**config.mk**
```make
export PLATFORM = sky130hd
export DESIGN_NAME = ysyx_22040237_ifu
export DESIGN_NICKNAME = d
export VERILOG_FILES = /design/src/rtl/ysyx_22040237_ifu_pkg.sv /design/src/rtl/ysyx_22040237_ifu_pc.sv /design/src/rtl/ysyx_22040237_ifu.sv
export SDC_FILE = /design/constraint.sdc
export NUM_CORES = 1
export LEC_CHECK = 0
export ABC_CLOCK_PERIOD_IN_PS = 6450
export CORE_MARGIN = 4
export CORE_UTILIZATION = 50
export DETAILED_ROUTE_END_ITERATION = 10
export GPL_TIMING_DRIVEN = 0
export PLACE_DENSITY = 0.95
export SLEW_MARGIN = 20
export SYNTH_ARGS = -nofsm -noshare
export SYNTH_HDL_FRONTEND = slang
export SYNTH_SLANG_ARGS = --single-unit
```
**constraint.sdc**
```tcl
create_clock -name clk -period 6.45 [get_ports clk]
set_clock_uncertainty 0.05 [all_clocks]
set_input_delay 1.29 -clock clk [delete_from_list [all_inputs] [get_ports clk]]
set_output_delay 1.29 -clock clk [all_outputs]
set_load 0.01 [all_outputs]
```
**src/rtl/ysyx_22040237_ifu_pkg.sv**
```systemverilog
`default_nettype none
// ============================================================================
// Package    : ysyx_22040237_defs
// Description: Shared widths, reset PC and IFU state encoding.
// Revision   : 1.0 - initial release
// ============================================================================
package ysyx_22040237_defs;

  localparam int XLEN   = 64;
  localparam int INST_W = 32;

  localparam logic [XLEN-1:0] RESET_PC_DEFAULT = 64'h8000_0000;

  typedef enum logic [2:0] {
    S_IDLE  = 3'd0,
    S_REQ   = 3'd1,
    S_WAIT  = 3'd2,
    S_DRAIN = 3'd3,
    S_OUT   = 3'd4
  } ifu_state_e;

endpackage
`default_nettype wire

```
**src/rtl/ysyx_22040237_ifu_pc.sv**
```systemverilog
`default_nettype none
// ============================================================================
// Module     : ysyx_22040237_ifu_pc
// Description: Architectural PC register with hold / +4 / redirect select.
// Revision   : 1.0 - initial release
// ============================================================================
module ysyx_22040237_ifu_pc
  import ysyx_22040237_defs::*;
#(
  parameter logic [XLEN-1:0] RESET_PC = RESET_PC_DEFAULT
) (
  input  logic            clk,
  input  logic            rst_n,
  input  logic            redirect,
  input  logic [XLEN-1:0] redirect_pc,
  input  logic            advance,
  output logic [XLEN-1:0] pc
);

  logic [XLEN-1:0] r_pc;
  logic [XLEN-1:0] w_pc_next;

  // Redirect outranks sequential advance.
  always_comb begin
    w_pc_next = r_pc;
    if (redirect) begin
      w_pc_next = redirect_pc;
    end else if (advance) begin
      w_pc_next = r_pc + 64'd4;
    end
  end

  always_ff @(posedge clk) begin
    if (!rst_n) begin
      r_pc <= RESET_PC;
    end else begin
      r_pc <= w_pc_next;
    end
  end

  assign pc = r_pc;

endmodule
`default_nettype wire

```
**src/rtl/ysyx_22040237_ifu.sv**
```systemverilog
`default_nettype none
// ============================================================================
// Module     : ysyx_22040237_ifu
// Description: Single-outstanding instruction fetch unit with redirect drain.
// Revision   : 1.0 - initial release
// ============================================================================
module ysyx_22040237_ifu
  import ysyx_22040237_defs::*;
#(
  parameter logic [XLEN-1:0] RESET_PC = RESET_PC_DEFAULT
) (
  input  logic              clk,
  input  logic              rst_n,
  output logic              imem_req_valid_o,
  input  logic              imem_req_ready_i,
  output logic [XLEN-1:0]   imem_req_addr_o,
  input  logic              imem_rsp_valid_i,
  input  logic [INST_W-1:0] imem_rsp_data_i,
  input  logic              imem_rsp_err_i,
  input  logic              redirect_i,
  input  logic [XLEN-1:0]   redirect_pc_i,
  output logic              inst_valid_o,
  input  logic              inst_ready_i,
  output logic [INST_W-1:0] inst_o,
  output logic [XLEN-1:0]   pc_o,
  output logic              inst_err_o
);

  ifu_state_e        r_state;
  ifu_state_e        w_state_next;
  logic [XLEN-1:0]   w_pc;
  logic              w_misaligned;
  logic              w_req_fire;
  logic              w_redirect;
  logic              w_advance;
  logic              w_load;
  logic [INST_W-1:0] w_load_inst;
  logic              w_load_err;
  logic [INST_W-1:0] r_inst;
  logic [XLEN-1:0]   r_pc_buf;
  logic              r_err;

  ysyx_22040237_ifu_pc #(
    .RESET_PC(RESET_PC)
  ) u_pc (
    .clk        (clk),
    .rst_n      (rst_n),
    .redirect   (w_redirect),
    .redirect_pc(redirect_pc_i),
    .advance    (w_advance),
    .pc         (w_pc)
  );

  assign w_misaligned     = (w_pc[1:0] != 2'b00);
  assign imem_req_valid_o = (r_state == S_REQ) && !w_misaligned;
  assign imem_req_addr_o  = (r_state == S_REQ) ? w_pc : '0;
  assign w_req_fire       = imem_req_valid_o && imem_req_ready_i;
  assign w_redirect       = redirect_i && (r_state != S_IDLE);

  always_ff @(posedge clk) begin
    if (!rst_n) begin
      r_state <= S_IDLE;
    end else begin
      r_state <= w_state_next;
    end
  end

  always_comb begin
    w_state_next = r_state;
    w_advance    = 1'b0;
    w_load       = 1'b0;
    w_load_inst  = '0;
    w_load_err   = 1'b0;
    case (r_state)
      S_IDLE: w_state_next = S_REQ;
      S_REQ: begin
        // A request accepted alongside a redirect still owes a response.
        if (redirect_i) begin
          w_state_next = w_req_fire ? S_DRAIN : S_REQ;
        end else if (w_misaligned) begin
          w_state_next = S_OUT;
          w_load       = 1'b1;
          w_load_err   = 1'b1;
        end else if (w_req_fire) begin
          w_state_next = S_WAIT;
        end
      end
      S_WAIT: begin
        if (imem_rsp_valid_i) begin
          w_state_next = redirect_i ? S_REQ : S_OUT;
          w_load       = !redirect_i;
          w_load_inst  = imem_rsp_err_i ? '0 : imem_rsp_data_i;
          w_load_err   = imem_rsp_err_i;
        end else if (redirect_i) begin
          w_state_next = S_DRAIN;
        end
      end
      S_DRAIN: begin
        if (imem_rsp_valid_i) begin
          w_state_next = S_REQ;
        end
      end
      S_OUT: begin
        if (redirect_i) begin
          w_state_next = S_REQ;
        end else if (inst_ready_i) begin
          w_state_next = S_REQ;
          w_advance    = 1'b1;
        end
      end
      default: w_state_next = S_IDLE;
    endcase
  end

  always_ff @(posedge clk) begin
    if (!rst_n) begin
      r_inst   <= '0;
      r_pc_buf <= '0;
      r_err    <= 1'b0;
    end else if (w_load) begin
      r_inst   <= w_load_inst;
      r_pc_buf <= w_pc;
      r_err    <= w_load_err;
    end
  end

  assign inst_valid_o = (r_state == S_OUT) && !redirect_i;
  assign inst_o       = r_inst;
  assign pc_o         = r_pc_buf;
  assign inst_err_o   = r_err;

endmodule
`default_nettype wire
```
==> impl_metrics.tcl, run 1 <==
set metrics [dict create \
    routedWlPerCell_microns 20.2 \
    area_growth_syn_to_layout_pct 44.5 \
    htreeDepth 4 \
    critPathMaxFanout 10 \
    syn-num-nets 1139 \
    ys_types 53 \
    arrival_ps 2990 \
    final_nets 1423 \
    vias_per_cell 6.10 \
    layout_min_cycle_time_ps 4330 \
    status "finished clean" \
    seq_area_frac_synth_pct 41.8 \
    crit_start "r_state[2]$_SDFFE_PN0P_" \
    grt_pass1_wl_microns 47700 \
    rsz0062_at_grt "no" \
    hold_depth 2 \
    grt_overflow 0 \
    p_total_uw 2600 \
    worstHoldStart "pc_o[27]$_SDFFE_PN0P_" \
    first_global_vias 9118 \
    slew_headroom_pct 33.0 \
    cts-hold-fix-buffers 0 \
    ys_ff_latch 164 \
    final_common_cell "clkdlybuf4s50_1" \
    cts_buffers 17 \
    place_congestion 0.990 \
    antenna_found_initial 1 \
    crit_chain "clkbuf_1 > nor3_2 > buf_6 > clkbuf_1 > and2_1 > clkdlybuf4s50_1" \
    clkSinkCount 164 \
    grt_max_degree 17 \
    synth_edf_count 0 \
    drt_iter0_drc 1139 \
    leakage_uw 0.00366 \
    utilization_pct 74.0 \
    post_cts_buffers 0 \
    clk_latency_ps 440 \
    hold_class "flip-flop to flip-flop" \
    cts_tree "done" \
    setup_viol 0 \
    syn_area_per_cell_sq_um 7.58 \
    worstMarginPinSlew_ps 995 \
    syn_area_sq_um 7850 \
    fp.coreArea_sq_um 15300 \
    p_per_area_nw_per_um2 229 \
    whs_ps 404 \
    grt_usage_pct 33.4 \
    use_met3_pct 8.84 \
    hpwlAfterDp_microns 22600 \
    maxSlewViolCount 0 \
    grt_busiest_layer "met2" \
    critPathSlowestCell "nor3_2" \
    reg2reg_to "pc_o[38]$_SDFFE_PN0P_" \
    ir_drop_mv 0.236 \
    met1_usage_pct 40.4 \
    reg2reg_slack_ps 3280 \
    dp.cells 1511 \
    max_stage_delay_ps 620 \
    ioPinCount 266 \
    die_x_microns 133 \
    fp-row-count 45 \
    finalCritPeriodShare_pct 67.1 \
    clk_pin_slew_ps 70 \
    hold_viol_final 0 \
    reg2reg_from "r_state[0]$_SDFFE_PN0P_" \
    syn_inst 1035 \
    r2r_cells 7 \
    final_cell_mix "264 x clkdlybuf4s50_1, 214 x nand2_1, 164 x dfxtp_1, 138 x a21oi_1, 77 x clkbuf_1" \
    remaining_drc_errors 0 \
    ys_warn_count 0 \
    holdPathEnd "pc_o[27]$_SDFFE_PN0P_" \
    die-area_sq_um 17800 \
    clockRootBuffer "clkbuf_16" \
    start_util_pct 51.2 \
    drive_gt1_share_pct 3.38 \
    maxCapViolCount 0 \
    use_met2_pct 54.7 \
    cts_resized 0 \
    worstSetupEndpointType "primary output" \
    required_ps 5110 \
    async_reset_ff_share_pct 0 \
    vias 9426 \
    die_h_microns 133 \
    wl_microns 31200 \
    worstSetupPathType "flip-flop to primary output" \
    numPortBuffers 264 \
    max_freq_mhz 231 \
    cp-start-kind "flip-flop" \
    postRouteAntennaNets 0 \
    first_pass_iters 7 \
    synth_ff_type "dfxtp_1" \
    instances_no_fill 1544 \
    cpMostUsedCell "clkbuf_1" \
    fin_tns_setup_ps 0 \
    cts_buffer_depth 2 \
]
[report_power, final]
group	switching [uW]	internal, uW
sequential	80.2	1060
clock	446	549
combinational	256	206
[cell usage after synthesis, types with 5 or more instances]
| master | number | area, sq um |
|---|---|---|
| a22oi_1 | 13 | 97.6 |
| and3_1 | 13 | 81.3 |
| a21oi_1 | 138 | 691 |
| xnor2_1 | 9 | 78.8 |
| xor2_1 | 6 | 52.6 |
| a31oi_1 | 13 | 81.3 |
| nand4_1 | 38 | 238 |
| dfxtp_1 | 164 | 3280 |
| buf_1 | 7 | 26.3 |
| o31a_1 | 9 | 78.8 |
| o211ai_1 | 10 | 75.1 |
| and2_1 | 68 | 425 |
| o21ai_0 | 18 | 90.1 |
| nor4_1 | 18 | 113 |
| o311ai_0 | 5 | 43.8 |
| inv_1 | 7 | 26.3 |
| or4_1 | 6 | 45.0 |
| clkbuf_1 | 75 | 282 |
| nand2_1 | 214 | 803 |
| or3_1 | 7 | 43.8 |
| a22o_1 | 9 | 78.8 |
| a211oi_1 | 10 | 75.1 |
| nor3_1 | 17 | 85.1 |
| nor2_1 | 50 | 188 |
| o31ai_1 | 5 | 37.5 |
| nand3_1 | 57 | 285 |
| and4_1 | 5 | 43.8 |
[critical path: cells and delay by family, from the launching register on]
family	cells	cell delay, ps
buffers and inverters	4	1360
AND/OR/NAND/NOR	2	850
flip-flops	1	340
[per-layer routing]
| layer | wire length, microns | up-vias |
|---|---|---|
| met3 | 3500 | 135 |
| met1 | 11700 | 4372 |
| met4 | 1580 | 0 |
| met2 | 14400 | 677 |
| met5 | 0 | - |
| li1 | - | 4242 |
[sequential cells by signal, indices dropped and copies added (netlist names)]
| signal | flops |
|---|---|
| u_pc.pc | 64 |
| r_state | 3 |
| pc_o | 64 |
| inst_err_o | 1 |
| inst_o | 32 |
[cell type report]
type | instances | area, sq um
buffer | 84 | 324
multi-input combinational | 779 | 4210
sequential | 164 | 3280
antenna | 1 | 2.50
clock buffer | 20 | 447
inverter | 8 | 30.0
fill | 1157 | 3980
clock inverter | 12 | 119
timing repair buffer | 265 | 2650
tap | 211 | 264
[through the flow]
| step | worst slack (ps) | cell area (sq um) |
|---|---|---|
| after CTS | 2180 | 11300 |
| after global placement | 1870 | 10800 |
| final | 2120 | 11300 |
| after floorplan | 3090 | 7850 |
| after global routing | 2070 | 11300 |
| after detailed placement | 2210 | 10800 |
[cells by family after synthesis]
family	Yosys count	synth area share (%)
fa+ha+maj	1	0.159
xor+xnor	15	1.67
flops	164	41.8
buf+inv	92	4.51
simple gates	512	32.3
mux	3	0.399
compound gates	248	19.1
[worst max-delay path by stage]
| stage | endpoint |
|---|---|
| floorplan | u_pc.pc[25]$_SDFFE_PN0P_ |
| global placement | imem_req_addr_o[59] |
| detailed placement | inst_valid_o |
| CTS | imem_req_addr_o[59] |
| global route | imem_req_addr_o[59] |
| finish | imem_req_addr_o[59] |
Power figures use the tool's default switching activity.
==> run 2: changes to the inputs <==
--- a/config.mk
+++ b/config.mk
@@ -5,12 +5,12 @@
 export SDC_FILE = /design/constraint.sdc
 export NUM_CORES = 1
 export LEC_CHECK = 0
-export ABC_CLOCK_PERIOD_IN_PS = 6450
+export ABC_CLOCK_PERIOD_IN_PS = 4400
 export CORE_MARGIN = 4
-export CORE_UTILIZATION = 50
+export CORE_UTILIZATION = 46
 export DETAILED_ROUTE_END_ITERATION = 10
 export GPL_TIMING_DRIVEN = 0
-export PLACE_DENSITY = 0.95
+export PLACE_DENSITY = 0.92
 export SLEW_MARGIN = 20
 export SYNTH_ARGS = -nofsm -noshare
 export SYNTH_HDL_FRONTEND = slang
==> constraint.sdc (replaced) <==
create_clock -name clk -period 4.4 [get_ports clk]
set_clock_uncertainty 0.05 [all_clocks]
set_input_delay 0.88 -clock clk [delete_from_list [all_inputs] [get_ports clk]]
set_output_delay 0.88 -clock clk [all_outputs]
set_load 0.01 [all_outputs]
==> run 2 against run 1 <==
Global-route usage down 2.8 points. Via count down 3.2%. First-iteration DRC count down 9.3%. Design area about the same. Clock power up 46%. Worst hold slack worse by 2.2 ps. Utilization down 5.9 points. Flip-flop and latch count unchanged. Critical endpoint is now imem_req_addr_o[45]. Critical path type unchanged.
==> impl_metrics.tcl, run 2 (synthesis gave the netlist of run 1 again) <==
set metrics [dict create \
    status "finished clean" \
    grt_overflow 0 \
    crit_start "r_state[2]$_SDFFE_PN0P_" \
    vias 9120 \
    cp-start-kind "flip-flop" \
    die_h_microns 139 \
    reg2reg_to "pc_o[42]$_SDFFE_PN0P_" \
    required_ps 3470 \
    cts-hold-fix-buffers 0 \
    grt_max_degree 17 \
    numPortBuffers 264 \
    worstSetupPathType "flip-flop to primary output" \
    grt_pass1_wl_microns 47600 \
    max_freq_mhz 267 \
    ir_drop_mv 0.319 \
    maxCapViolCount 0 \
    routedWlPerCell_microns 19.7 \
    arrival_ps 2820 \
    ioPinCount 266 \
    clk_latency_ps 430 \
    reg2reg_slack_ps 1220 \
    die-area_sq_um 19200 \
    p_switching_uw 1120 \
    hold_viol_final 0 \
    finalCritPeriodShare_pct 85.3 \
    post_cts_buffers 0 \
    combinationalPowerShare_pct 17.6 \
    clkSinkCount 164 \
    top_layer "met5" \
    drive_gt1_share_pct 3.38 \
    pwr-share-seq_pct 44.3 \
    pwr-share-clk_pct 38.1 \
    setup_viol 0 \
    first_pass_iters 6 \
    clockRootBuffer "clkbuf_16" \
    swShare_pct 29.5 \
    worstSetupEndpointType "primary output" \
    layout_min_cycle_time_ps 3750 \
    placed_area_sq_um 10800 \
    vias_per_cell 5.87 \
    die_x_microns 139 \
    setup.worst_path.end "imem_req_addr_o[45]" \
    fp.coreArea_sq_um 16600 \
    worstMarginPinSlew_ps 1010 \
    hpwlAfterDp_microns 22500 \
    final_area_sq_um 11300 \
    final_cell_mix "264 x clkdlybuf4s50_1, 214 x nand2_1, 164 x dfxtp_1, 138 x a21oi_1, 77 x clkbuf_1" \
    clk_pin_slew_ps 70 \
    fp-row-count 47 \
    whs_ps 402 \
    rsz0062_at_grt "no" \
    p_per_area_nw_per_um2 334 \
    final-seq-area_sq_um 3280 \
    start_util_pct 47.1 \
    final_nets 1423 \
    r2r_cells 7 \
    cts_tree "done" \
    cts_buffers 17 \
    wl_met2_microns 14000 \
    cts_buffer_depth 2 \
    cts_resized 0 \
    reg2reg_from "r_state[0]$_SDFFE_PN0P_" \
    met3WireLength_microns 3420 \
    final_common_cell "clkdlybuf4s50_1" \
    htreeDepth 4 \
    drt_iter0_drc 1033 \
    first_global_vias 8785 \
    remaining_drc_errors 0 \
    leakage_uw 0.00365 \
    antenna_found_initial 2 \
    fin_tns_setup_ps 0 \
    multi_input_area_sq_um 4210 \
    place_congestion 0.995 \
    slew_headroom_pct 32.5 \
    hold_class "flip-flop to flip-flop" \
    p_int_uw 2670 \
    area_growth_syn_to_layout_pct 44.6 \
    critPathMaxFanout 10 \
    grt_usage_pct 30.7 \
    maxSlewViolCount 0 \
    postRouteAntennaNets 0 \
    num-fill-cells 1347 \
    met1Wirelength_microns 11600 \
    wl_microns 30600 \
]
## run 2: changes by cell type in the layout (fill, tap and decap cells not counted)
cell,previous run,this run
inv_6,6,1
buf_6,2,1
clkinv_2,1,2
clkinv_4,1,2
clkinvlp_4,3,5
clkbuf_8,1,2
buf_4,0,1
## run 2: critical path: stages, from the launching register on
cell	delay [ps]
dfxtp_1	340
clkbuf_1	220
nor3_2	500
buf_4	280
clkbuf_1	300
and2_1	190
clkdlybuf4s50_1	540
## run 2: cell type report
type	count	share of cell area, %
multi-input cells	779	37.1
clock buffers	21	4.06
well taps	220	2.43
repair buffers	265	23.4
inverters	8	0.265
plain buffers	84	2.86
clock inverters	11	0.916
diodes	1	0.0221
flip-flops and latches	164	28.9
## run 2: per-stage QoR
stage               util, %  setup slack (ps)  cells  total power [uW]
floorplan                 -              1450   1035              2010
global placement       64.7               232   1519              2340
detailed placement     64.8               507   1520              2360
CTS                    68.1               613   1552              3780
global route           68.2               439   1553              3920
finish                 68.2               648   1553              3790
## run 2: power groups by stage
stage	registers [uW]	logic (uW)	clock network (uW)
finish	1680	668	1450
global route	1690	715	1520
floorplan	1670	339	0
global placement	1700	639	0
CTS	1670	659	1450
detailed placement	1700	654	0
## run 2: layer usage
layer  up-vias  global-route usage [%]
met5         -                       0
met4         2                    14.9
met3       123                    8.28
met2       605                    49.2
met1      4154                    38.2
li1       4236                       -
## run 2: worst min path at each step
stage | from | to | slack, ps | cells after the start
CTS | inst_o[13]$_SDFFE_PN0P_ | inst_o[13]$_SDFFE_PN0P_ | 400 | 2
finish | inst_o[19]$_SDFFE_PN0P_ | inst_o[19]$_SDFFE_PN0P_ | 400 | 2
floorplan | u_pc.pc[0]$_SDFFE_PN0P_ | pc_o[0]$_SDFFE_PN0P_ | 400 | 2
global placement | inst_o[12]$_SDFFE_PN0P_ | inst_o[12]$_SDFFE_PN0P_ | 390 | 2
detailed placement | inst_o[13]$_SDFFE_PN0P_ | inst_o[13]$_SDFFE_PN0P_ | 390 | 2
global route | inst_o[12]$_SDFFE_PN0P_ | inst_o[12]$_SDFFE_PN0P_ | 420 | 2
